`src/rtl/mem_arbiter.sv`:
```
// mem_arbiter: shares one memory slave port between instruction fetch (IFU)
// and data access (LSU). One transaction is in flight at a time and is
// handled in three phases: IDLE (arbitrate and latch), REQ (present the
// request to the slave) and RESP (route the response to the owner).
// Optional feature macro: MEM_ARB_ROUND_ROBIN_EN. When it is defined, a
// last_gnt register alternates the winner on simultaneous requests. When it
// is undefined, the LSU always wins simultaneous requests.
module mem_arbiter #(
   parameter int ADDR_W = 32,
   parameter int DATA_W = 32
) (
   input  logic                clk,
   input  logic                rst,
   input  logic                ifu_req_valid,
   output logic                ifu_req_ready,
   input  logic [ADDR_W-1:0]   ifu_req_addr,
   output logic                ifu_resp_valid,
   input  logic                ifu_resp_ready,
   output logic [DATA_W-1:0]   ifu_resp_rdata,
   input  logic                lsu_req_valid,
   output logic                lsu_req_ready,
   input  logic [ADDR_W-1:0]   lsu_req_addr,
   input  logic                lsu_req_wen,
   input  logic [DATA_W-1:0]   lsu_req_wdata,
   input  logic [DATA_W/8-1:0] lsu_req_wstrb,
   output logic                lsu_resp_valid,
   input  logic                lsu_resp_ready,
   output logic [DATA_W-1:0]   lsu_resp_rdata,
   output logic                mem_req_valid,
   input  logic                mem_req_ready,
   output logic [ADDR_W-1:0]   mem_req_addr,
   output logic                mem_req_wen,
   output logic [DATA_W-1:0]   mem_req_wdata,
   output logic [DATA_W/8-1:0] mem_req_wstrb,
   input  logic                mem_resp_valid,
   output logic                mem_resp_ready,
   input  logic [DATA_W-1:0]   mem_resp_rdata
);
   localparam int STRB_W = DATA_W / 8;

   typedef enum logic [1:0] {
      ST_IDLE = 2'd0,
      ST_REQ  = 2'd1,
      ST_RESP = 2'd2
   } state_t;

   state_t              state_r;
   logic                gnt_r;            // 0 = IFU owns the port, 1 = LSU
   logic                mem_req_valid_r;
   logic [ADDR_W-1:0]   req_addr_r;
   logic                req_wen_r;
   logic [DATA_W-1:0]   req_wdata_r;
   logic [STRB_W-1:0]   req_wstrb_r;

   logic                in_idle_s;
   logic                in_resp_s;
   logic                any_req_s;
   logic                pick_lsu_s;

`ifdef MEM_ARB_ROUND_ROBIN_EN
   logic                last_gnt_r;       // owner of the most recent accept
`endif

   // Decode the phase and pick a winner among the current requesters.
   always_comb begin
      in_idle_s = (state_r == ST_IDLE);
      in_resp_s = (state_r == ST_RESP);
      any_req_s = ifu_req_valid | lsu_req_valid;
`ifdef MEM_ARB_ROUND_ROBIN_EN
      if (ifu_req_valid && lsu_req_valid) begin
         pick_lsu_s = ~last_gnt_r;        // the master not served last goes next
      end else begin
         pick_lsu_s = lsu_req_valid;      // a single requester always wins
      end
`else
      pick_lsu_s = lsu_req_valid;         // LSU has fixed priority
`endif
   end

   // Only the winner sees ready, and only in IDLE.
   always_comb begin
      ifu_req_ready = 1'b0;
      lsu_req_ready = 1'b0;
      if (in_idle_s && any_req_s) begin
         if (pick_lsu_s) begin
            lsu_req_ready = 1'b1;
         end else begin
            ifu_req_ready = 1'b1;
         end
      end else begin
         ifu_req_ready = 1'b0;
         lsu_req_ready = 1'b0;
      end
   end

   // Route the slave response to the owner. Store acknowledgements carry zero data.
   always_comb begin
      mem_resp_ready = 1'b0;
      ifu_resp_valid = 1'b0;
      lsu_resp_valid = 1'b0;
      ifu_resp_rdata = {DATA_W{1'b0}};
      lsu_resp_rdata = {DATA_W{1'b0}};
      if (in_resp_s) begin
         if (gnt_r) begin
            mem_resp_ready = lsu_resp_ready;
            lsu_resp_valid = mem_resp_valid;
            if (req_wen_r) begin
               lsu_resp_rdata = {DATA_W{1'b0}};
            end else begin
               lsu_resp_rdata = mem_resp_rdata;
            end
         end else begin
            mem_resp_ready = ifu_resp_ready;
            ifu_resp_valid = mem_resp_valid;
            ifu_resp_rdata = mem_resp_rdata;
         end
      end else begin
         mem_resp_ready = 1'b0;
         ifu_resp_valid = 1'b0;
         lsu_resp_valid = 1'b0;
      end
   end

   // Transaction FSM: latch the winner's request, hold it through slave stalls,
   // and return to IDLE once the response handshake completes.
   always_ff @(posedge clk or posedge rst) begin
      if (rst) begin
         state_r         <= ST_IDLE;
         gnt_r           <= 1'b0;
         mem_req_valid_r <= 1'b0;
         req_addr_r      <= {ADDR_W{1'b0}};
         req_wen_r       <= 1'b0;
         req_wdata_r     <= {DATA_W{1'b0}};
         req_wstrb_r     <= {STRB_W{1'b0}};
`ifdef MEM_ARB_ROUND_ROBIN_EN
         last_gnt_r      <= 1'b1;
`endif
      end else begin
         case (state_r)
            ST_IDLE: begin
               if (any_req_s) begin
                  gnt_r           <= pick_lsu_s;
                  mem_req_valid_r <= 1'b1;
                  state_r         <= ST_REQ;
`ifdef MEM_ARB_ROUND_ROBIN_EN
                  last_gnt_r      <= pick_lsu_s;
`endif
                  if (pick_lsu_s) begin
                     req_addr_r  <= lsu_req_addr;
                     req_wen_r   <= lsu_req_wen;
                     req_wdata_r <= lsu_req_wdata;
                     req_wstrb_r <= lsu_req_wstrb;
                  end else begin
                     // Fetches are always full-word reads.
                     req_addr_r  <= ifu_req_addr;
                     req_wen_r   <= 1'b0;
                     req_wdata_r <= {DATA_W{1'b0}};
                     req_wstrb_r <= {STRB_W{1'b1}};
                  end
               end
            end
            ST_REQ: begin
               if (mem_req_ready) begin
                  mem_req_valid_r <= 1'b0;
                  state_r         <= ST_RESP;
               end
            end
            ST_RESP: begin
               if (mem_resp_valid && mem_resp_ready) begin
                  state_r <= ST_IDLE;
               end
            end
            default: begin
               mem_req_valid_r <= 1'b0;
               state_r         <= ST_IDLE;
            end
         endcase
      end
   end

   assign mem_req_valid = mem_req_valid_r;
   assign mem_req_addr  = req_addr_r;
   assign mem_req_wen   = req_wen_r;
   assign mem_req_wdata = req_wdata_r;
   assign mem_req_wstrb = req_wstrb_r;

endmodule

```
`config.mk`:
```
export PLATFORM = sky130hd
export DESIGN_NAME = mem_arbiter
export DESIGN_NICKNAME = d
export VERILOG_FILES = /design/src/rtl/mem_arbiter.sv
export SDC_FILE = /design/constraint.sdc
export NUM_CORES = 1
export LEC_CHECK = 0
export ABC_AREA = 1
export BUFFER_PORTS_ARGS = -buffer_cell sky130_fd_sc_hd__buf_2
export CAP_MARGIN = 20
export CORE_AREA = 2 2 108 110
export DETAILED_ROUTE_END_ITERATION = 10
export DIE_AREA = 0 0 110 112
export PLACE_DENSITY = 0.65
export SYNTH_ARGS = -nofsm -noshare
export SYNTH_HDL_FRONTEND = slang
export SYNTH_SLANG_ARGS = --single-unit
```
`constraint.sdc`:
```
create_clock -name clk -period 4.9 [get_ports clk]
set_input_delay 0 -clock clk [delete_from_list [all_inputs] [get_ports clk]]
set_output_delay 0 -clock clk [all_outputs]
set_load 0.02 [all_outputs]
```
==> run_results.csv, run 1 <==
group,metric,value,unit
outcome,status,"complete, but fails checks",
outcome,violations,"hold timing",
global_routing,overflow,0,
critical_path,path_cells,"buf_4 > nand2_1 > nor3_1 > buf_2",
routing,routed_via_density,4.38,
power,p_int,1890,uW
critical_path,end_kind,"output pin",
logic_synthesis,syn_area_per_cell,6.94,sq um
sta,skew,0.00884,ns
sta,finalHoldViolCount,68,
placement,dp.cells,934,
cells_and_area,final_cell_mix,"279 x buf_2, 237 x nand2_1, 73 x dfrtp_1",
critical_path,crit_fanout,36,
logic_synthesis,syn-instance-count,543,
critical_path,max_stage_delay,0.67,ns
clock_tree,max-clock-path-buffers,2,
logic_synthesis,ys_seq_area_frac,0.485,
placement,routabilityCongestion,0.806,
global_routing,grt_max_degree,74,
cells_and_area,drive_gt1_frac,0.348,
cells_and_area,diodes,0,
logic_synthesis,yosys_warnings,0,
sta,max_slew_margin,0.310,
floorplan,rows,39,
sta,tns,0,ns
global_routing,antenna_found_initial,0,
clock_tree,cts_tree,"yes",
cells_and_area,finalNetCount,1010,
critical_path,r2r_slack,3.26,ns
clock_tree,clock-sinks,73,
critical_path,cp-endpoint,"lsu_resp_rdata[1]",
power,clock_power_share,0.194,
global_routing,grt_use_total,0.199,
power,comb_power_share,0.507,
power,power_switching_share,0.460,
sta,setup_viol,0,
placement,pre_cts_slack,2.67,ns
power,p_per_area,564,nW/um^2
power,leakage,0.00380,uW
floorplan,core_area,11200,sq um
clock_tree,clk_pin_slew,0.06,ns
logic_synthesis,synthTopCellsByArea,"dfrtp_1 49%, nand2_1 24%, nor3_1 8.8%",
floorplan,ioPinCount,280,
routing,dr.pass1.iters,4,
routing,avgRoutedWirePerCell,12.3,um
worst_hold_path,hold_class,"input pin to async pin",
power,power_switching,1610,uW
floorplan,dieArea,12300,sq um
critical_path,cp_slowest_cell,"nand2_1",
routing,wl,12500,um
routing,drcViolationCount,0,
clock_tree,post_cts_resized,0,
critical_path,critical_path_class,"flop to output pin",
clock_tree,worstSkewPairLatency,0.32,ns
critical_path,worstPathArrival,2.24,ns
sta,min_period_over_period,0.456,
floorplan,initial_utilization,0.337,
sta,max_freq,447,MHz
routing,ant_nets,0,
sta,rsz0062_at_grt,"no",
logic_synthesis,synth_top_area_cell,"dfrtp_1",
clock_tree,cts_setup_buffers,0,
sta,tightest_slew,1.03,ns
global_routing,grt_pass1_wl,19700,um
floorplan,die_h,112,um
placement,numPortBuffers,279,
cells_and_area,instances_no_fill,1016,
cells_and_area,layout_commonest_cell,"buf_2",
cells_and_area,area_growth,65.0,%
logic_synthesis,synth.distinct_cells,16,
clock_tree,ctsHoldBuffers,66,
sta,post-route-min-period,2.24,ns
global_routing,grt_pass1_vias,4133,
logic_synthesis,synth_nets,684,
clock_tree,cts-buffers-inserted,9,
critical_path,r2r-start,"state_r[1]$_DFFE_PP0P_",
placement,dp_hpwl,8340,um
logic_synthesis,synth_area,3770,sq um
critical_path,required,4.90,ns
power,power_frac_seq,0.300,
power,power.total,3500,uW
clock_tree,root_buffer,"clkbuf_16",
routing,dr.first_iter.drc_count,219,
sta,drv_slew,0,
sta,fin_hold_ws,-0.0471,ns
cells_and_area,multi_input_area,1500,sq um
power,worst_ir_drop_vdd,0.291,mV
critical_path,crit_start,"gnt_r$_DFFE_PP0P_",
logic_synthesis,ys_ff_latch,73,
critical_path,startpoint_type,"flop",
cells_and_area,final_util,0.556,
critical_path,rr_endpoint,"mem_req_addr[13]$_DFFE_PP0P_",
cells_and_area,final-seq-area,1830,sq um
flow_run,drv_cap,0,
cells_and_area,fillerInstances,1056,
clock_tree,h-tree-depth,3,
sta,fin_ws,2.66,ns
routing,vias,4453,
critical_path,r2r_cells,5,
floorplan,die_w,110,um
logic_synthesis,yosysTopAreaCellShare,0.485,
power groups by stage:
stage                     Sequential [uW]  Clock [uW]  Combinational [uW]
after floorplan                      1400           0                 798
after global placement               1050           0                1710
after detailed placement             1050           0                1730
after CTS                            1050         703                1770
after global routing                 1090         730                1960
final                                1050         679                1780
metrics by stage:
| step | hold WS, ns | cell area, sq um |
|---|---|---|
| 6_report | -0.0471 | 6210 |
| 5_1_grt | 0.0286 | 6210 |
| 4_1_cts | 0.000836 | 6190 |
| 3_5_place_dp | 0.211 | 5220 |
| 3_3_place_gp | 0.205 | 5220 |
| 2_1_floorplan | 0.117 | 3770 |
metal layers:
metal	GRT usage	vias up	part of all wire	routed length, um
met5	0	-	0	0
met4	0.0456	0	0.0097	121
met3	0.0480	14	0.077	965
met2	0.321	161	0.47	5910
met1	0.268	1987	0.44	5530
li1	-	2291	-	-
synth_stat cells:
cell        n
nand2_1   238
nor3_1     66
nor3_2      1
nor2_1     15
buf_2      15
or2_1       1
inv_1      73
nand2_2     1
clkbuf_1   12
buf_4       4
a21oi_1     1
buf_1       4
o21ai_0    34
dfrtp_1    73
inv_2       2
nand3_1     3
flip-flops by register name, indices dropped and copies added (netlist names):
name           count
mem_req_wstrb      4
mem_req_wen        1
gnt_r              1
mem_req_wdata     32
mem_req_addr      32
mem_req_valid      1
state_r            2
how the worst min path moves through the flow:
| stage | slack (ns) | to | from |
|---|---|---|---|
| 6_report | -0.05 | mem_req_wdata[7]$_DFFE_PP0P_ | rst |
| 2_1_floorplan | 0.12 | mem_req_wdata[10]$_DFFE_PP0P_ | lsu_req_wdata[10] |
| 5_1_grt | 0.03 | mem_req_addr[26]$_DFFE_PP0P_ | ifu_req_addr[26] |
| 4_1_cts | 0.0008 | mem_req_wdata[24]$_DFFE_PP0P_ | rst |
| 3_3_place_gp | 0.20 | mem_req_wdata[10]$_DFFE_PP0P_ | lsu_req_wdata[10] |
| 3_5_place_dp | 0.21 | mem_req_wdata[14]$_DFFE_PP0P_ | lsu_req_wdata[14] |
critical path: cells and delay by family (launching register included):
kind / cells / cell delay (ns)
AND/OR/NAND/NOR: 2 / 1.02
buffers and inverters: 2 / 0.57
flip-flops: 1 / 0.32
kinds of logic after synthesis:
family                 after synthesis  synth area share
AO/OA/AOI/OAI                       35            0.0465
AND/OR/NAND/NOR                    325             0.350
flip-flops                          73             0.485
buffers and inverters              110             0.119
cell type report:
type / instances / share of cell area
clock inverters: 5 / 0.0131
repair buffers: 350 / 0.340
inverters: 75 / 0.0453
multi-input cells: 360 / 0.242
well taps: 143 / 0.0288
flip-flops and latches: 73 / 0.294
clock buffers: 10 / 0.0369
Power figures use the tool's default switching activity.
==> run 2: changes to the inputs <==
- clock period: 4.9 -> 2.3 ns (I/O delays scaled with it)
==> run_results.csv, run 2 (synthesis results as in run 1) <==
group,metric,value,unit
cells_and_area,layout_commonest_cell,"buf_2",
clock_tree,root_buffer,"clkbuf_16",
cells_and_area,multi_input_area,1500,sq um
worst_hold_path,min_to,"mem_req_addr[20]$_DFFE_PP0P_",
clock_tree,post_cts_resized,0,
floorplan,dieArea,12300,sq um
critical_path,startpoint_type,"flop",
routing,avgRoutedWirePerCell,12.5,um
global_routing,grt_pass1_vias,4062,
flow_run,drv_cap,0,
cells_and_area,finalNetCount,1018,
floorplan,die_w,110,um
sta,drv_slew,0,
routing,wl,12800,um
global_routing,antenna_found_initial,0,
critical_path,rr_endpoint,"mem_req_wdata[15]$_DFFE_PP0P_",
placement,dp_hpwl,8770,um
clock_tree,clk_pin_slew,0.06,ns
routing,dr.pass1.iters,4,
sta,tightest_slew,0.835,ns
clock_tree,clock-sinks,73,
power,worst_ir_drop_vdd,0.547,mV
sta,max_slew_margin,0.442,
clock_tree,cts_tree,"yes",
placement,routabilityCongestion,0.840,
clock_tree,h-tree-depth,3,
clock_tree,worstSkewPairLatency,0.32,ns
cells_and_area,area_growth,66.4,%
global_routing,grt_pass1_wl,19800,um
routing,ant_nets,0,
clock_tree,cts_setup_buffers,0,
worst_hold_path,hold_class,"input pin to flop",
cells_and_area,final-seq-area,1830,sq um
routing,dr.first_iter.drc_count,286,
sta,finalHoldViolCount,0,
cells_and_area,fillerInstances,1044,
global_routing,overflow,0,
cells_and_area,final_util,0.561,
cells_and_area,diodes,0,
clock_tree,max-clock-path-buffers,2,
cells_and_area,final_cell_mix,"279 x buf_2, 237 x nand2_1, 73 x dfrtp_1",
clock_tree,ctsHoldBuffers,68,
routing,vias,4512,
critical_path,critical_path_class,"flop to output pin",
floorplan,ioPinCount,280,
placement,numPortBuffers,279,
critical_path,required,2.30,ns
power,power.total,7560,uW
floorplan,rows,39,
global_routing,grt_use_total,0.201,
sta,rsz0062_at_grt,"no",
sta,max_freq,536,MHz
floorplan,die_h,112,um
cells_and_area,drive_gt1_frac,0.354,
critical_path,r2r_cells,5,
critical_path,r2r_slack,0.63,ns
sta,skew,0.00727,ns
power,leakage,0.00383,uW
critical_path,r2r-start,"state_r[1]$_DFFE_PP0P_",
routing,routed_via_density,4.40,
clock_tree,cts-buffers-inserted,9,
critical_path,crit_fanout,48,
sta,post-route-min-period,1.86,ns
sta,tns,0,ns
floorplan,initial_utilization,0.337,
global_routing,grt_max_degree,67,
critical_path,end_kind,"output pin",
outcome,status,"completed",
floorplan,core_area,11200,sq um
worst_hold_path,hold_start,"ifu_req_addr[20]",
sta,min_period_over_period,0.811,
worst_hold_path,hold_depth,5,
critical_path,worstPathArrival,1.86,ns
routing,drcViolationCount,0,
power,p_per_area,1210,nW/um^2
sta,setup_viol,0,
## run 2: layout make-up
class                   instances  area share
clock buffers                   9      0.0359
clock inverters                 7      0.0150
multi-input cells             360       0.240
well taps                     143      0.0285
repair buffers                358       0.345
flip-flops and latches         73       0.291
inverters                      75      0.0449
## run 2: worst max-delay path by stage
stage	start	to	slack, ns	cells past startpoint
after detailed placement	state_r[1]$_DFFE_PP0P_	mem_req_wdata[15]$_DFFE_PP0P_	0.65	5
after CTS	state_r[0]$_DFFE_PP0P_	ifu_req_ready	0.41	5
final	state_r[1]$_DFFE_PP0P_	ifu_req_ready	0.44	5
after global routing	state_r[1]$_DFFE_PP0P_	ifu_req_ready	0.26	5
after global placement	state_r[1]$_DFFE_PP0P_	mem_req_wdata[27]$_DFFE_PP0P_	0.69	5
after floorplan	rst	gnt_r$_DFFE_PP0P_	0.45	1
## run 2: power by group
part           internal [uW]  switching (uW)
logic                   1200            2610
registers               1910             346
clock network            949             545
## run 2: metrics by stage
step	cell area, sq um	hold slack, ns	instances	setup slack [ns]
after floorplan	3770	0.117	543	0.447
after global placement	5270	0.0747	941	0.686
after detailed placement	5270	0.0734	941	0.647
after CTS	6270	0.00109	1025	0.410
after global routing	6270	0.0129	1025	0.262
final	6270	0.00837	1025	0.435
## run 2: worst max-delay path, stage by stage (launching register included)
cell and delay, ns:
dfrtp_1 0.44, nor3_4 0.20, inv_2 0.35, or2_1 0.34, inv_1 0.05, buf_2 0.15
## run 2: per-layer routing
layer,up-vias,share of wire,GRT usage
li1,2305,-,-
met1,2024,0.43,0.269
met2,164,0.48,0.325
met3,19,0.073,0.0445
met4,0,0.014,0.0540
met5,-,0,0
==> run 3: changes to the inputs <==
- ABC_AREA: 1 -> 0
- CORE_AREA: 2 2 108 110 -> 2 2 110 112
- DIE_AREA: 0 0 110 112 -> 0 0 112 114
- clock period: 2.3 -> 1.5 ns (I/O delays scaled with it)
==> run_results.csv, run 3 <==
group,metric,value,unit
outcome,status,"complete, but fails checks",
outcome,violations,"setup timing",
critical_path,critical_path_class,"flop to output pin",
sta,tightest_slew,0.507,ns
floorplan,initial_utilization,0.318,
critical_path,max_stage_delay,0.41,ns
clock_tree,h-tree-depth,3,
routing,wl,16400,um
worst_hold_path,hold_class,"input pin to flop",
logic_synthesis,synthTopCellsByArea,"dfrtp_1 49%, nor4b_2 12%, and2_1 11%",
sta,fin_ws,-0.188,ns
logic_synthesis,syn-instance-count,296,
critical_path,end_kind,"output pin",
clock_tree,clock-sinks,73,
sta,max_slew_margin,0.662,
global_routing,grt_pass1_vias,4456,
cells_and_area,finalNetCount,816,
cells_and_area,finish.instance_area,7170,sq um
placement,dp_hpwl,9890,um
cells_and_area,layout_commonest_cell,"buf_2",
routing,routed_via_density,5.10,
power,worst_ir_drop_vdd,1.11,mV
sta,setup_viol,117,
floorplan,ioPinCount,280,
cells_and_area,drive_gt1_frac,0.601,
power,power.total,13000,uW
critical_path,startpoint_type,"flop",
sta,post-route-min-period,1.69,ns
flow_run,drv_cap,0,
cells_and_area,diodes,0,
clock_tree,worstSkewPairLatency,0.33,ns
routing,avgRoutedWirePerCell,19.8,um
floorplan,rows,40,
sta,tns,-11.87,ns
critical_path,path_cells,"nand2b_4 > nor3b_4 > buf_4 > buf_12 > and2_1 > buf_6",
logic_synthesis,yosysTopAreaCellShare,0.491,
floorplan,dieArea,12800,sq um
logic_synthesis,synth-main-ff-cell,"dfrtp_1",
floorplan,die_w,112,um
floorplan,core_area,11700,sq um
clock_tree,clk_pin_slew,0.06,ns
logic_synthesis,synth_area,3720,sq um
logic_synthesis,ys_seq_area_frac,0.491,
sta,skew,0.00673,ns
logic_synthesis,yosysMostFrequentCell,"dfrtp_1",
sta,max_freq,592,MHz
logic_synthesis,synth_nets,437,
sta,finalHoldViolCount,0,
floorplan,die_h,114,um
global_routing,overflow,0,
global_routing,grt_max_degree,41,
logic_synthesis,ys_ff_latch,73,
clock_tree,root_buffer,"clkbuf_16",
routing,ant_nets,0,
clock_tree,cts_tree,"yes",
global_routing,grt_use_total,0.231,
routing,dr.pass1.iters,4,
routing,drcViolationCount,0,
sta,rsz0062_at_grt,"yes",
placement,numPortBuffers,279,
routing,vias,4210,
clock_tree,cts-buffers-inserted,9,
cells_and_area,final_cell_mix,"245 x buf_2, 72 x dfrtp_1, 72 x dlygate4sd3_1",
logic_synthesis,yosys_warnings,0,
routing,dr.first_iter.drc_count,383,
critical_path,required,1.50,ns
global_routing,antenna_found_initial,0,
logic_synthesis,syn_area_per_cell,12.6,sq um
power,leakage,0.00362,uW
logic_synthesis,synth_edf_count,0,
cells_and_area,fillerInstances,910,
clock_tree,max-clock-path-buffers,2,
critical_path,cp_slowest_cell,"dfrtp_2",
logic_synthesis,synth.distinct_cells,31,
cells_and_area,area_growth,92.8,%
critical_path,worstPathArrival,1.69,ns
global_routing,grt_pass1_wl,23100,um
logic_synthesis,ys_async_sr_fraction,1.00,
sta,min_period_over_period,1.13,
logic_synthesis,synth_top_area_cell,"dfrtp_1",
power,p_per_area,1810,nW/um^2
placement,pre_cts_slack,-0.0243,ns
sta,drv_slew,0,
placement,place_area,5330,sq um
logic_synthesis,synthTopCellsByCount,"73 x dfrtp_1, 65 x and2_1, 33 x a22o_1",
placement,routabilityCongestion,0.802,
critical_path,crit_fanout,16,
==> run 3: changes by cell type after synthesis, sizes merged, moves of 3 or more <==
cell	delta
clkbuf	-3
nor4b	+32
nor3	-66
nand3	-3
o21ai	-31
and2	+65
nand2	-236
a221o	+32
a22o	+33
inv	-73
nor2	-7
o22a	+4
==> run 3: final cells by class <==
class | instances | area [sq um] | share of cell area
clock inverter | 5 | 56.3 | 0.00785
tap | 147 | 184 | 0.0256
timing repair buffer | 399 | 3000 | 0.419
clock buffer | 10 | 239 | 0.0333
sequential | 73 | 1830 | 0.255
inverter | 2 | 13.8 | 0.00192
multi-input combinational | 190 | 1850 | 0.258
==> run 3: repair_timing <==
item                                    in CTS  in global routing
gates cloned                                 4                  7
resized for setup                           92                 34
pin swaps                                    2                 23
buffers inserted                            10                 11
hold buffers                                72                  0
endpoints found under the hold margin      145                  0
endpoints found under the setup margin      68                101
==> run 3: worst max-delay path, delay by kind of cell, from the launching register on <==
family | cells | cell delay (ns)
and+or+nand+nor | 3 | 0.54
buffers and inverters | 3 | 0.40
DFF | 1 | 0.41
==> run 3: per-layer routing <==
layer | up-vias | track usage | routed length, um
li1 | 1876 | - | -
met1 | 2053 | 0.246 | 6090
met2 | 245 | 0.446 | 8710
met3 | 36 | 0.0537 | 1120
met4 | 0 | 0.0797 | 433
met5 | - | 0 | 0
==> run 3: power by group <==
group	internal [uW]	switching (uW)
Sequential	2880	567
Clock	1320	833
Combinational	3510	3900
Total	7710	5300
==> run 3: kinds of logic (layout without fill, tap and decap cells) <==
family / Yosys count / count (layout) / synth area share
AND/OR/NAND/NOR: 114 / 114 / 0.265
AO/OA/AOI/OAI: 75 / 75 / 0.185
flip-flops: 73 / 73 / 0.491
buffers and inverters: 33 / 416 / 0.0568
multiplexers: 1 / 1 / 0.00269
==> run 3: worst paths after layout <==
kind | endpoint | depth (start not counted) | from | slack [ns]
min | state_r[1]$_DFFE_PP0P_ | 4 | ifu_resp_ready | 0.06
max in group asynchronous | mem_req_wdata[29]$_DFFE_PP0P_ | 4 | rst | 0.75
min reg2reg | mem_req_wstrb[0]$_DFFE_PP0P_ | 1 | mem_req_wstrb[0]$_DFFE_PP0P_ | 0.49
max reg2reg | mem_req_addr[17]$_DFFE_PP0P_ | 7 | state_r[1]$_DFFE_PP0P_ | -0.17
min in group asynchronous | mem_req_wdata[24]$_DFFE_PP0P_ | 4 | rst | 0.35
max | lsu_resp_rdata[26] | 6 | state_r[0]$_DFFE_PP0P_ | -0.19
==> run 3: per-stage QoR <==
stage | util | hold WS [ns] | std cells
after floorplan | - | 0.0986 | 296
after global placement | 0.455 | 0.150 | 709
after detailed placement | 0.455 | 0.157 | 709
after CTS | 0.582 | 0.0686 | 810
after global routing | 0.613 | 0.0887 | 826
final | 0.613 | 0.0644 | 826
